$ cat src/rtl/mem_arbiter_2p_if.sv
// Bundles the two requester ports, the shared memory port and the status outputs
// of the two-port memory arbiter.
interface mem_arbiter_2p_if #(
    parameter int ADDR_W = 12,
    parameter int DATA_W = 16
);
    logic              m0_req;
    logic              m1_req;
    logic              m0_rw;
    logic              m1_rw;
    logic [ADDR_W-1:0] m0_addr;
    logic [ADDR_W-1:0] m1_addr;
    logic [DATA_W-1:0] m0_wdata;
    logic [DATA_W-1:0] m1_wdata;
    logic              m0_done;
    logic              m1_done;
    logic              m0_err;
    logic              m1_err;
    logic [DATA_W-1:0] rdata;
    logic              mem_memrq;
    logic              mem_rw;
    logic [ADDR_W-1:0] mem_addr;
    logic [DATA_W-1:0] mem_wdata;
    logic [DATA_W-1:0] mem_rdata;
    logic              busy;

    // The arbiter side.
    modport slave (
        input  m0_req, m1_req, m0_rw, m1_rw, m0_addr, m1_addr,
        input  m0_wdata, m1_wdata, mem_rdata,
        output m0_done, m1_done, m0_err, m1_err, rdata,
        output mem_memrq, mem_rw, mem_addr, mem_wdata, busy
    );

    // Requesters plus memory, as seen from outside the arbiter.
    modport master (
        output m0_req, m1_req, m0_rw, m1_rw, m0_addr, m1_addr,
        output m0_wdata, m1_wdata, mem_rdata,
        input  m0_done, m1_done, m0_err, m1_err, rdata,
        input  mem_memrq, mem_rw, mem_addr, mem_wdata, busy
    );
endinterface

$ cat src/rtl/mem_arbiter_2p.sv
// Round-robin arbiter giving two requesters single-word access to one memory port.
// Each granted access runs IDLE -> ACCESS -> DONE, one cycle per state.
module mem_arbiter_2p #(
    parameter int ADDR_W     = 12,
    parameter int DATA_W     = 16,
    parameter int DEPTH_LOG2 = 5
) (
    input  logic            clk,
    input  logic            rst_n,
    mem_arbiter_2p_if.slave bus
);

    typedef enum logic [1:0] {
        IDLE   = 2'd0,
        ACCESS = 2'd1,
        DONE   = 2'd2
    } state_t;

    state_t            state_reg;
    state_t            state_next;

    logic              owner_reg;
    logic              last_owner_reg;
    logic              rw_reg;
    logic [ADDR_W-1:0] addr_reg;
    logic [DATA_W-1:0] wdata_reg;
    logic [DATA_W-1:0] rdata_reg;

    logic [1:0]        req_vec;
    logic [1:0]        rw_vec;
    logic [ADDR_W-1:0] addr_vec  [2];
    logic [DATA_W-1:0] wdata_vec [2];
    logic [1:0]        done_vec;
    logic [1:0]        err_vec;

    logic              grant_valid;
    logic              grant_idx;
    logic              oor;

    assign req_vec      = {bus.m1_req, bus.m0_req};
    assign rw_vec       = {bus.m1_rw, bus.m0_rw};
    assign addr_vec[0]  = bus.m0_addr;
    assign addr_vec[1]  = bus.m1_addr;
    assign wdata_vec[0] = bus.m0_wdata;
    assign wdata_vec[1] = bus.m1_wdata;

    // Any address bit at or above the implemented depth makes the access out of range.
    assign oor = |addr_reg[ADDR_W-1:DEPTH_LOG2];

    // On a tie the requester that did not own the previous access wins.
    always_comb begin
        grant_valid = |req_vec;
        grant_idx   = 1'b0;
        if (req_vec == 2'b11) begin
            grant_idx = ~last_owner_reg;
        end else if (req_vec[1]) begin
            grant_idx = 1'b1;
        end
    end

    // State register.
    always_ff @(posedge clk) begin
        if (!rst_n) begin
            state_reg <= IDLE;
        end else begin
            state_reg <= state_next;
        end
    end

    // Next-state logic; requests are only looked at in IDLE.
    always_comb begin
        state_next = state_reg;
        case (state_reg)
            IDLE:    state_next = grant_valid ? ACCESS : IDLE;
            ACCESS:  state_next = DONE;
            DONE:    state_next = IDLE;
            default: state_next = IDLE;
        endcase
    end

    // Transfer latch and read-data capture.
    always_ff @(posedge clk) begin
        if (!rst_n) begin
            owner_reg      <= 1'b0;
            last_owner_reg <= 1'b1;
            rw_reg         <= 1'b1;
            addr_reg       <= '0;
            wdata_reg      <= '0;
            rdata_reg      <= '0;
        end else begin
            if (state_reg == IDLE && grant_valid) begin
                owner_reg      <= grant_idx;
                last_owner_reg <= grant_idx;
                rw_reg         <= rw_vec[grant_idx];
                addr_reg       <= addr_vec[grant_idx];
                wdata_reg      <= wdata_vec[grant_idx];
            end
            if (state_reg == ACCESS) begin
                if (oor) begin
                    rdata_reg <= '0;
                end else if (rw_reg) begin
                    rdata_reg <= bus.mem_rdata;
                end
            end
        end
    end

    // Memory port: parked as an idle read of address 0 except during an in-range ACCESS.
    always_comb begin
        bus.mem_memrq = 1'b0;
        bus.mem_rw    = 1'b1;
        bus.mem_addr  = '0;
        bus.mem_wdata = '0;
        if (state_reg == ACCESS && !oor) begin
            bus.mem_memrq = 1'b1;
            bus.mem_rw    = rw_reg;
            bus.mem_addr  = addr_reg;
            bus.mem_wdata = wdata_reg;
        end
    end

    for (genvar gi = 0; gi < 2; gi++) begin : g_req
        assign done_vec[gi] = (state_reg == DONE) && (owner_reg == 1'(gi));
        assign err_vec[gi]  = done_vec[gi] && oor;
    end

    assign bus.m0_done = done_vec[0];
    assign bus.m1_done = done_vec[1];
    assign bus.m0_err  = err_vec[0];
    assign bus.m1_err  = err_vec[1];
    assign bus.rdata   = rdata_reg;
    assign bus.busy    = (state_reg != IDLE);

endmodule

$ cat src/flat_wrapper.sv
// flat-port wrapper written by rule: the top's interface ports become plain ports
module mem_arbiter_2p_flat 
#(
    parameter int ADDR_W     = 12,
    parameter int DATA_W     = 16,
    parameter int DEPTH_LOG2 = 5
)
  (clk, rst_n, bus_m0_req, bus_m1_req, bus_m0_rw, bus_m1_rw, bus_m0_addr, bus_m1_addr, bus_m0_wdata, bus_m1_wdata, bus_mem_rdata, bus_m0_done, bus_m1_done, bus_m0_err, bus_m1_err, bus_rdata, bus_mem_memrq, bus_mem_rw, bus_mem_addr, bus_mem_wdata, bus_busy);
  mem_arbiter_2p_if #(.ADDR_W(ADDR_W), .DATA_W(DATA_W)) bus_i ();
  input  logic clk;
  input  logic rst_n;
  input wire logic [$bits(bus_i.m0_req)-1:0] bus_m0_req;
  input wire logic [$bits(bus_i.m1_req)-1:0] bus_m1_req;
  input wire logic [$bits(bus_i.m0_rw)-1:0] bus_m0_rw;
  input wire logic [$bits(bus_i.m1_rw)-1:0] bus_m1_rw;
  input wire logic [$bits(bus_i.m0_addr)-1:0] bus_m0_addr;
  input wire logic [$bits(bus_i.m1_addr)-1:0] bus_m1_addr;
  input wire logic [$bits(bus_i.m0_wdata)-1:0] bus_m0_wdata;
  input wire logic [$bits(bus_i.m1_wdata)-1:0] bus_m1_wdata;
  input wire logic [$bits(bus_i.mem_rdata)-1:0] bus_mem_rdata;
  output wire logic [$bits(bus_i.m0_done)-1:0] bus_m0_done;
  output wire logic [$bits(bus_i.m1_done)-1:0] bus_m1_done;
  output wire logic [$bits(bus_i.m0_err)-1:0] bus_m0_err;
  output wire logic [$bits(bus_i.m1_err)-1:0] bus_m1_err;
  output wire logic [$bits(bus_i.rdata)-1:0] bus_rdata;
  output wire logic [$bits(bus_i.mem_memrq)-1:0] bus_mem_memrq;
  output wire logic [$bits(bus_i.mem_rw)-1:0] bus_mem_rw;
  output wire logic [$bits(bus_i.mem_addr)-1:0] bus_mem_addr;
  output wire logic [$bits(bus_i.mem_wdata)-1:0] bus_mem_wdata;
  output wire logic [$bits(bus_i.busy)-1:0] bus_busy;
  assign bus_i.m0_req = bus_m0_req;
  assign bus_i.m1_req = bus_m1_req;
  assign bus_i.m0_rw = bus_m0_rw;
  assign bus_i.m1_rw = bus_m1_rw;
  assign bus_i.m0_addr = bus_m0_addr;
  assign bus_i.m1_addr = bus_m1_addr;
  assign bus_i.m0_wdata = bus_m0_wdata;
  assign bus_i.m1_wdata = bus_m1_wdata;
  assign bus_i.mem_rdata = bus_mem_rdata;
  assign bus_m0_done = bus_i.m0_done;
  assign bus_m1_done = bus_i.m1_done;
  assign bus_m0_err = bus_i.m0_err;
  assign bus_m1_err = bus_i.m1_err;
  assign bus_rdata = bus_i.rdata;
  assign bus_mem_memrq = bus_i.mem_memrq;
  assign bus_mem_rw = bus_i.mem_rw;
  assign bus_mem_addr = bus_i.mem_addr;
  assign bus_mem_wdata = bus_i.mem_wdata;
  assign bus_busy = bus_i.busy;
  mem_arbiter_2p #(.ADDR_W(ADDR_W), .DATA_W(DATA_W), .DEPTH_LOG2(DEPTH_LOG2)) u_core (.clk(clk), .rst_n(rst_n), .bus(bus_i));
endmodule
$ cat config.mk
export PLATFORM = sky130hd
export DESIGN_NAME = mem_arbiter_2p_flat
export DESIGN_NICKNAME = d
export VERILOG_FILES = /design/src/rtl/mem_arbiter_2p_if.sv /design/src/rtl/mem_arbiter_2p.sv /design/src/flat_wrapper.sv
export SDC_FILE = /design/constraint.sdc
export NUM_CORES = 1
export LEC_CHECK = 0
export BUFFER_PORTS_ARGS = -buffer_cell sky130_fd_sc_hd__clkbuf_2
export CORE_MARGIN = 4
export CORE_UTILIZATION = 36
export DETAILED_ROUTE_END_ITERATION = 12
export HOLD_SLACK_MARGIN = 0.15
export PLACE_DENSITY = 0.68
export SLEW_MARGIN = 20
export SYNTH_ARGS = -nofsm -noshare
export SYNTH_HDL_FRONTEND = slang
export SYNTH_SLANG_ARGS = --single-unit
$ cat constraint.sdc
create_clock -name clk -period 3.3 [get_ports clk]
set_input_delay 0.66 -clock clk [delete_from_list [all_inputs] [get_ports clk]]
set_output_delay 0.66 -clock clk [all_outputs]
set_load 0.02 [all_outputs]
==> results of run 1 <==
kinds of logic after synthesis:
| family | share of synthesized area [%] |
|---|---|
| simple gates | 22.3 |
| compound gates | 24.7 |
| flops | 45.4 |
| buf+inv | 7.42 |
| other cells | 0.174 |
worst max path at each step:
| stage | to | slack [ns] |
|---|---|---|
| 6_report | bus_mem_addr[3] | 0.85 |
| 2_1_floorplan | bus_mem_wdata[10] | 1.25 |
| 5_1_grt | bus_mem_addr[3] | 0.70 |
| 4_1_cts | bus_mem_addr[3] | 0.81 |
| 3_5_place_dp | u_core.bus.rdata[2]$_SDFFE_PN0P_ | 0.82 |
| 3_3_place_gp | u_core.bus.rdata[3]$_SDFFE_PN0P_ | 0.91 |
routing by layer:
metal / GRT usage [%] / vias to the layer above / part of all wire [%]
li1: - / 1098 / -
met1: 19.8 / 902 / 47
met2: 24.7 / 103 / 43
met3: 4.66 / 5 / 9.8
met4: 3.02 / 0 / 0.64
met5: 0 / - / 0
critical path, delay by kind of cell, from the launching register on:
family | cells | cell delay, ns
buffers and inverters | 2 | 0.40
AND/OR/NAND/NOR | 4 | 0.77
flip-flops | 1 | 0.33
power groups by stage:
stage / clock, mW / combinational (mW) / sequential (mW)
2_1_floorplan: 0 / 0.163 / 0.680
4_1_cts: 0.358 / 0.248 / 0.667
3_3_place_gp: 0 / 0.245 / 0.678
5_1_grt: 0.379 / 0.277 / 0.673
3_5_place_dp: 0 / 0.247 / 0.680
6_report: 0.347 / 0.244 / 0.666
final cells by class:
class,instances,area (um^2),share of cell area (%)
Clock buffer,7,86.3,3.03
Multi-Input combinational cell,186,1040,36.6
Sequential cell,49,981,34.4
Timing Repair Buffer,125,636,22.3
Inverter,3,11.3,0.395
Tap cell,72,90.1,3.16
cells in the mapped netlist (all sizes together):
master	number
and2	24
a31o	1
o21ai	29
a21oi	2
nand2	63
dfxtp	49
and3b	1
inv	3
a31oi	28
clkbuf	9
nor3	1
o21a	1
conb	1
a21bo	1
buf	17
nor4	2
and3	1
a22o	16
nand2b	2
a21boi	1
nor2	4
nor3b	1
o31ai	1
stage by stage:
step / total power [mW] / cells
6_report: 1.26 / 442
3_5_place_dp: 0.927 / 435
4_1_cts: 1.27 / 442
2_1_floorplan: 0.843 / 264
3_3_place_gp: 0.923 / 435
5_1_grt: 1.33 / 442
==> results by group, run 1 <==
Hold path
  – Worst Hold Depth: 1
  – HP Start: u_core.bus.rdata[15]$_SDFFE_PN0P_
  – Hold WC Path Type: flop to flop
  – Worst min-delay path endpoint: u_core.bus.rdata[15]$_SDFFE_PN0P_

Final layout
  – Nets: around 450
  – Share of cells above drive strength 1: approximately two fifths
  – Syn-to-layout area delta: 31.9%
  – Ant diodes: 0
  – Final Cell Area: 2850 um^2
  – Core Util, Final: 50.2%
  – Fillers: ~570
  – Most common cell after layout, fill and taps aside: clkbuf_2
  – Most frequent cells in the layout: clkbuf_2 (121), nand2_1 (62), dfxtp_1 (49)

Die
  – Die W: 85.4 um
  – DIE AREA: 7300 um^2
  – I/O pin count: 129
  – Height of the die: 85.4 um
  – Core area: 5680 um^2
  – Initial Utilization: 38.0%
  – Num rows: 27

Setup path
  – Endpoint of the worst-slack reg-to-reg timing path: u_core.wdata_reg[10]$_SDFFE_PN0P_
  – Critical path launch point type: flop
  – Slowest cell on crit path: dfxtp_1
  – CP peak stage delay: approximately 0.33 ns
  – Critical Path AT: 1.79 ns
  – Critical path class: flop to primary output
  – Crit end category: primary output
  – Worst Path Required: 2.64 ns
  – R2R cell count: 5
  – Worst path cell trace: nor4_2, nand2_2, nor2_1, buf_4, and2_1, clkbuf_2
  – Largest fanout on the critical path: 23
  – Crit path from: u_core.addr_reg[7]$_SDFFE_PN0P_
  – R2R Setup Slk: roughly 1.3 ns
  – Worst r2r src: u_core.state_reg[0]$_SDFF_PN0_

Pwr
  – Clk pwr share: 27.6%
  – Internal power: 0.907 mW
  – Share of power burned in registers: 53.0%
  – Worst vdd ir: 0.219 mV
  – Pwr Density: 442 nW/um^2
  – Logic pwr share: 19.4%
  – Sw frac: 27.9%
  – P_leak: 1.41 nW
  – Psw: 0.351 mW

Drt
  – DRC: 0
  – Vias: 2108
  – Total Wirelength: 5.64 mm
  – Vias per cell: roughly 4.8
  – First-pass DRT Iterations: 4
  – Wire per inst: 12.8 um
  – Antenna Violating Nets Remaining: 0
  – First DRT Iteration DRCs: just over 90

Clock network
  – CTS tree: yes
  – Clk buf depth: 2
  – CTS resizes: 0
  – CTS Sinks: 49
  – Clock transition at path regs: 0.08 ns
  – Post-CTS Setup Bufs: 0
  – CTS buffer count: 5
  – CTS root buf: clkbuf_8
  – Skew-Pair Late Insertion Delay: 0.29 ns
  – CTS H-tree lvls: 2
  – CTS Hold Bufs: 0

GRT
  – First-pass GRT wire length: just over 9 mm
  – Via count of the first global-routing pass: 2064
  – Antenna violations before repair: 0
  – Grt total ovfl: 0
  – Largest net degree at the start of global routing: 34
  – GRT Overall Usage: 15.2%

Timing
  – Final Setup Violations: 0
  – Slew Viols, Final: 0
  – WHS: 0.485 ns
  – Tmin final: approximately 2.5 ns
  – Final count of hold timing violations: 0
  – Worst-Margin Slew: about 0.8 ns
  – Skew final: 0.00778 ns
  – Sum of negative setup slack: 0 ns
  – Period utilization: 74.4%
  – Max-slew headroom: between 40% and 50%
  – Slack of the critical path: 0.845 ns
  – RSZ-0062 raised after global routing: false
  – Fmax: 407 MHz

Yosys
  – Synth area leaders: dfxtp_1 (45%), nand2_1 (11%), a31oi_1 (8.1%), o21ai_0 (6.7%), and2_1 (6.4%)
  – #FFs+latches synth: 49
  – Cells after Synth: 258
  – Top cell type's share of synthesized area: 45.4%
  – Mapped Area: 2160 um^2
  – Yosys warns: 0
  – Synth area leader: dfxtp_1
  – Sequential cell area fraction in the yosys report: between 40% and 50%
  – Mean post-synth cell area: about 8.4 um^2
  – Netlist cell types: 29

Outcome
  – Status: finished, final reports clean

Place
  – DP Wirelength: 4.17 mm
  – Cell Area, Placed: 2760 um^2
  – GPL Wtd Cong: 0.785
  – Port Buf Inserts: approximately 120
  – Dpl ws: 0.824 ns

Job
  – Maxcap violations: 0
(Power assumes the default switching activity.)
==> run 2: changes to the inputs <==
- PLACE_DENSITY: 0.68 -> 0.71
- clock period: 3.3 -> 2.2 ns (I/O delays scaled with it)
==> results by group, run 2 (same netlist as run 1, synthesis figures left out) <==
Final layout
  – Core Util, Final: 51.9% (+1.8 points)
  – Most common cell after layout, fill and taps aside: clkbuf_2
  – Most frequent cells in the layout: clkbuf_2 (121), nand2_1 (62), dfxtp_1 (49)
  – Final cell count without fillers: 447 (+1.1%)
  – Ant diodes: 0 (unchanged)
  – Share of cells above drive strength 1: 41.1% (+1.6 points)
  – Syn-to-layout area delta: 36.6%
  – Nets: 452 (+0.89%)

Setup path
  – Worst r2r src: u_core.addr_reg[8]$_SDFFE_PN0P_
  – Crit path buf inv count: 2 (unchanged)
  – Critical Path AT: 1.64 ns (-0.15 ns)
  – Worst path cell trace: nor4_2, nand2_2, nor2_4, buf_6, and2_1, clkbuf_2
  – R2R cell count: 5 (unchanged)
  – Endpoint of the worst-slack reg-to-reg timing path: u_core.bus.rdata[6]$_SDFFE_PN0P_
  – Critical path class: flop to primary output
  – Crit end category: primary output
  – Worst Path Required: 1.76 ns (-0.88 ns)
  – CP top delay family: simple AND/OR/NAND/NOR gates
  – R2R Setup Slk: 0.43 ns (-0.88 ns)
  – Slowest cell on crit path: dfxtp_1
  – Critical path launch point type: flop
  – Largest fanout on the critical path: 12 (-48%)
  – CP peak stage delay: 0.34 ns (about the same)

Timing
  – Slack of the critical path: 0.119 ns (-0.726 ns)
  – Worst-Margin Slew: 0.668 ns (-0.131 ns)
  – Period utilization: 94.6%
  – Skew final: 0.00718 ns (-0.000596 ns)
  – Tmin final: 2.08 ns
  – Final Setup Violations: 0 (unchanged)
  – Max-slew headroom: 55.4% (+9.2 points)
  – Slew Viols, Final: 0 (unchanged)
  – Fmax: between 400 and 500 MHz
  – Final count of hold timing violations: 0 (unchanged)
  – RSZ-0062 raised after global routing: false
  – Sum of negative setup slack: 0 ns (unchanged)

Hold path
  – Worst min-delay path endpoint: u_core.bus.rdata[8]$_SDFFE_PN0P_
  – Hold WC Path Type: primary input to flop
  – HP Start: bus_mem_rdata[8]
  – Worst Hold Depth: 2 (+1)

Clock network
  – CTS Sinks: 49 (unchanged)
  – CTS buffer count: 5 (unchanged)
  – Clock transition at path regs: 0.09 ns (about the same)
  – CTS root buf: clkbuf_8
  – CTS H-tree lvls: 2 (unchanged)
  – Clk buf depth: 2 (unchanged)
  – CTS tree: yes
  – CTS Hold Bufs: 0 (unchanged)
  – Skew-Pair Late Insertion Delay: 0.30 ns (about the same)

Die
  – Num rows: 27 (unchanged)
  – Initial Utilization: 38.0% (unchanged)
  – I/O pin count: 129 (unchanged)
  – DIE AREA: 7300 um^2 (unchanged)
  – Core area: 5680 um^2 (unchanged)
  – Height of the die: 85.4 um (unchanged)
  – Die W: 85.4 um (unchanged)

Pwr
  – Worst vdd ir: 0.326 mV (+49%)
  – Pwr Density: 692 nW/um^2 (+57%)
  – P_leak: 1.45 nW (+2.9%)

Place
  – Port Buf Inserts: 121 (unchanged)
  – Dpl ws: 0.298 ns (-0.526 ns)
  – GPL Wtd Cong: 0.722 (-7.9%)
  – Placed Cells: 437 (+0.46%)
  – DP Wirelength: 4.28 mm (+2.4%)

Drt
  – Antenna Violating Nets Remaining: 0 (unchanged)
  – First DRT Iteration DRCs: 80 (-14%)
  – Vias: 2197 (+4.2%)
  – Vias per cell: 4.91 (+3.1%)
  – DRC: 0 (unchanged)
  – First-pass DRT Iterations: 4 (unchanged)
  – Wire per inst: 13.4 um (+5.1%)
  – Total Wirelength: 5.99 mm (+6.3%)

GRT
  – GRT Overall Usage: 16.4% (+1.2 points)
  – Antenna violations before repair: 0 (unchanged)
  – Via count of the first global-routing pass: 2077 (+0.63%)
  – Largest net degree at the start of global routing: 37 (+8.8%)
  – First-pass GRT wire length: 9.79 mm (+7.3%)
  – Grt total ovfl: 0 (unchanged)

Job
  – Maxcap violations: 0 (unchanged)

Outcome
  – Status: finished, final reports clean
==> run 2: changes by cell type in the layout (fill, tap and decap cells not counted) <==
cell        delta
o21a_2         +1
clkinvlp_4     +1
o21a_1         -1
clkbuf_8       -1
clkinv_4       +1
buf_6          +2
bufinv_16      +1
nor2_1         -1
buf_12         +2
clkbuf_1       -1
nor2_4         +1
==> run 2: power by group <==
| part | switching (mW) | internal, mW |
|---|---|---|
| combinational | 0.226 | 0.165 |
| sequential | 0.0390 | 0.963 |
| clock | 0.305 | 0.340 |
| total | 0.571 | 1.47 |
==> run 2: through the flow <==
stage | hold slack, ns | power (mW) | instance area (um^2)
after detailed placement | 0.465 | 1.40 | 2800
after global placement | 0.463 | 1.40 | 2800
final | 0.352 | 2.04 | 2950
after CTS | 0.341 | 2.06 | 2940
after global routing | 0.335 | 2.16 | 2950
after floorplan | 0.459 | 1.26 | 2180
==> run 2: layout make-up <==
class / count / area (um^2)
clock buffer: 5 / 68.8
multi-input combinational: 186 / 1050
timing repair buffer: 129 / 698
clock inverter: 3 / 46.3
tap: 72 / 90.1
fill: 559 / 2730
inverter: 3 / 11.3
sequential: 49 / 981
==> run 2: repair_timing <==
action	4_1_cts	5_1_grt
pin swaps	1	0
gates resized for setup	4	1
setup endpoints to repair	21	4
hold endpoints to repair	0	0
cloned	1	0
buffers inserted	1	0
==> run 2: how the worst max path moves through the flow <==
stage / start / to / slack (ns) / cells after the start
CTS: u_core.addr_reg[8]$_SDFFE_PN0P_ / bus_mem_addr[4] / 0.07 / 6
finish: u_core.addr_reg[8]$_SDFFE_PN0P_ / bus_mem_addr[0] / 0.12 / 6
global route: u_core.addr_reg[7]$_SDFFE_PN0P_ / bus_mem_addr[3] / 0.02 / 6
detailed placement: u_core.addr_reg[8]$_SDFFE_PN0P_ / bus_mem_addr[0] / 0.30 / 6
global placement: u_core.addr_reg[8]$_SDFFE_PN0P_ / bus_mem_addr[0] / 0.33 / 6
floorplan: u_core.addr_reg[7]$_SDFFE_PN0P_ / bus_mem_wdata[10] / 0.37 / 5
==> run 2: metal layers <==
metal | vias to the layer above | GRT usage, % | part of all wire [%]
met5 | - | 0 | 0
met4 | 0 | 4.32 | 0.68
met3 | 4 | 4.56 | 9.6
met2 | 108 | 26.8 | 45
met1 | 975 | 21.2 | 44
li1 | 1110 | - | -
==> run 2: worst reg2reg max path, cell delays in order (launching register included) <==
cell and delay [ns]:
dfxtp_1 0.34, nor4_2 0.27, nand2_2 0.12, buf_4 0.17, o31ai_4 0.55, a22o_1 0.26
==> run 3: changes to the inputs <==
- CORE_MARGIN: 4 -> 2
- CTS_CLUSTER_DIAMETER: default -> 150
- RECOVER_POWER: default -> 50
==> results by group, run 3 (same netlist as run 1, synthesis figures left out) <==
GRT
  – Grt total ovfl: 0 (unchanged)
  – Largest net degree at the start of global routing: 37 (unchanged)
  – First-pass GRT wire length: 8.86 mm (-9.5%)
  – Antenna violations before repair: 0 (unchanged)
  – Via count of the first global-routing pass: 1947 (-6.3%)
  – GRT Overall Usage: 17.3% (+0.95 points)

Final layout
  – Nets: 458 (+1.3%)
  – Most frequent cells in the layout: clkbuf_2 (81), nand2_1 (62), dfxtp_1 (47)
  – Multi-input gate area: 1080 um^2 (+2.6%)
  – Syn-to-layout area delta: 43.7%
  – Final Cell Area: 3100 um^2 (+5.2%)
  – Share of cells above drive strength 1: 38.6% (-2.5 points)
  – Fillers: 570 (+2.0%)
  – Final cell count without fillers: 456 (+2.0%)
  – Register area: 983 um^2 (+0.26%)
  – Most common cell after layout, fill and taps aside: clkbuf_2
  – Core Util, Final: 53.0% (+1.1 points)
  – Ant diodes: 0 (unchanged)

Drt
  – Antenna Violating Nets Remaining: 0 (unchanged)
  – First DRT Iteration DRCs: 117 (+46%)
  – First-pass DRT Iterations: 4 (unchanged)
  – Wire per inst: 13.2 um (-1.7%)
  – Vias per cell: 4.89 (-0.50%)
  – DRC: 0 (unchanged)
  – Total Wirelength: 6.01 mm (+0.25%)
  – Vias: 2230 (+1.5%)

Die
  – DIE AREA: 6630 um^2 (-9.1%)
  – I/O pin count: 129 (unchanged)
  – Height of the die: 81.4 um (-4.7%)
  – Initial Utilization: 36.9% (-1.1 points)
  – Core area: 5850 um^2 (+3.1%)
  – Die W: 81.4 um (-4.7%)
  – Num rows: 28 (+3.7%)

Clock network
  – CTS H-tree lvls: 2 (unchanged)
  – CTS buffer count: 5 (unchanged)
  – CTS Sinks: 49 (unchanged)
  – Clk buf depth: 2 (unchanged)
  – CTS tree: yes
  – CTS root buf: clkbuf_8
  – Clock transition at path regs: 0.08 ns (about the same)
  – Skew-Pair Late Insertion Delay: 0.30 ns (about the same)
  – CTS Hold Bufs: 0 (unchanged)

Place
  – Cell Area, Placed: 2810 um^2 (+0.22%)
  – Placed Cells: 442 (+1.1%)
  – Port Buf Inserts: 121 (unchanged)
  – GPL Wtd Cong: 0.751 (+4.0%)
  – Dpl ws: 0.289 ns (-0.00952 ns)
  – DP Wirelength: 4.10 mm (-4.1%)

Hold path
  – HP Start: bus_mem_rdata[7]
  – Hold WC Path Type: primary input to flop
  – Worst Hold Depth: 2 (unchanged)
  – Worst min-delay path endpoint: u_core.bus.rdata[7]$_SDFFE_PN0P_

Timing
  – Skew final: 0.00588 ns (-0.00130 ns)
  – Slack of the critical path: 0.0570 ns (-0.0622 ns)
  – Max-slew headroom: 47.3% (-8.1 points)
  – Final Setup Violations: 0 (unchanged)
  – Final count of hold timing violations: 0 (unchanged)
  – Worst-Margin Slew: 0.790 ns (+0.122 ns)
  – Fmax: 467 MHz (-2.9%)
  – Tmin final: 2.14 ns (+0.0622 ns)
  – Period utilization: 97.4% (+2.8 points)
  – Slew Viols, Final: 0 (unchanged)
  – RSZ-0062 raised after global routing: true

Pwr
  – Worst vdd ir: 0.346 mV (+5.9%)
  – Power consumption: 2.08 mW (+2.2%)
  – Pwr Density: 672 nW/um^2 (-2.8%)
  – P_leak: 1.46 nW (+0.36%)

Setup path
  – R2R Setup Slk: 0.26 ns (-0.17 ns)
  – Largest fanout on the critical path: 6 (-6)
  – Worst r2r src: u_core.state_reg[0]$_SDFF_PN0_
  – Critical path launch point type: flop
  – Endpoint of the worst-slack reg-to-reg timing path: u_core.addr_reg[5]$_SDFFE_PN0P_
  – Worst Path Required: 1.76 ns (about the same)
  – Critical path class: flop to primary output
  – Crit end category: primary output
  – Critical Path AT: 1.70 ns (+0.06 ns)
  – R2R cell count: 6 (+1)

Outcome
  – Status: finished, final reports clean

Job
  – Maxcap violations: 0 (unchanged)
run 3: repair_timing:
item	CTS	global route
resized for setup	4	66
setup buffers	1	2
endpoints found under the setup margin	21	21
pin swaps	1	3
hold endpoints to repair	0	0
gates cloned	1	2
run 3: per-layer routing:
metal	wire length, um	global-route usage (%)	share of wire [%]	up-vias
met5	0	0	0	-
met3	587	4.29	9.8	8
met4	66	5.59	1.1	0
li1	-	-	-	1118
met2	2720	30.7	45	101
met1	2640	20.5	44	1003
run 3: area by class of cell:
cell class,count,share of cell area (%)
multi-input cells,186,34.8
flip-flops and latches,49,31.7
repair buffers,135,26.3
well taps,75,3.03
clock buffers,7,2.78
clock inverters,1,0.969
inverters,3,0.363
run 3: power by group:
group	internal (mW)	total, mW	switching [mW]
Clock	0.371	0.658	0.288
Combinational	0.184	0.417	0.234
Sequential	0.964	1.01	0.0445
run 3: how the worst max path moves through the flow:
stage                                startpoint                end  slack, ns  cells past startpoint
6_report       u_core.addr_reg[10]$_SDFFE_PN0P_   bus_mem_wdata[2]       0.06                      6
3_3_place_gp    u_core.addr_reg[7]$_SDFFE_PN0P_   bus_mem_wdata[7]       0.34                      6
2_1_floorplan   u_core.addr_reg[7]$_SDFFE_PN0P_  bus_mem_wdata[10]       0.37                      5
3_5_place_dp    u_core.addr_reg[7]$_SDFFE_PN0P_    bus_mem_addr[0]       0.29                      6
4_1_cts         u_core.addr_reg[7]$_SDFFE_PN0P_   bus_mem_wdata[4]       0.07                      6
5_1_grt        u_core.addr_reg[10]$_SDFFE_PN0P_  bus_mem_wdata[15]      -0.04                      6
run 3: per-stage QoR:
stage | hold slack (ns) | setup TNS, ns
global placement | 0.461 | 0
finish | 0.351 | 0
floorplan | 0.459 | 0
global route | 0.342 | -0.270
detailed placement | 0.466 | 0
CTS | 0.343 | 0
run 3: critical path: stages (launching register included):
cell and delay [ns]:
dfxtp_2 0.34, nor4_4 0.27, nand2_2 0.11, nor2_4 0.22, clkbuf_16 0.19, and2_1 0.14
buf_6 0.12
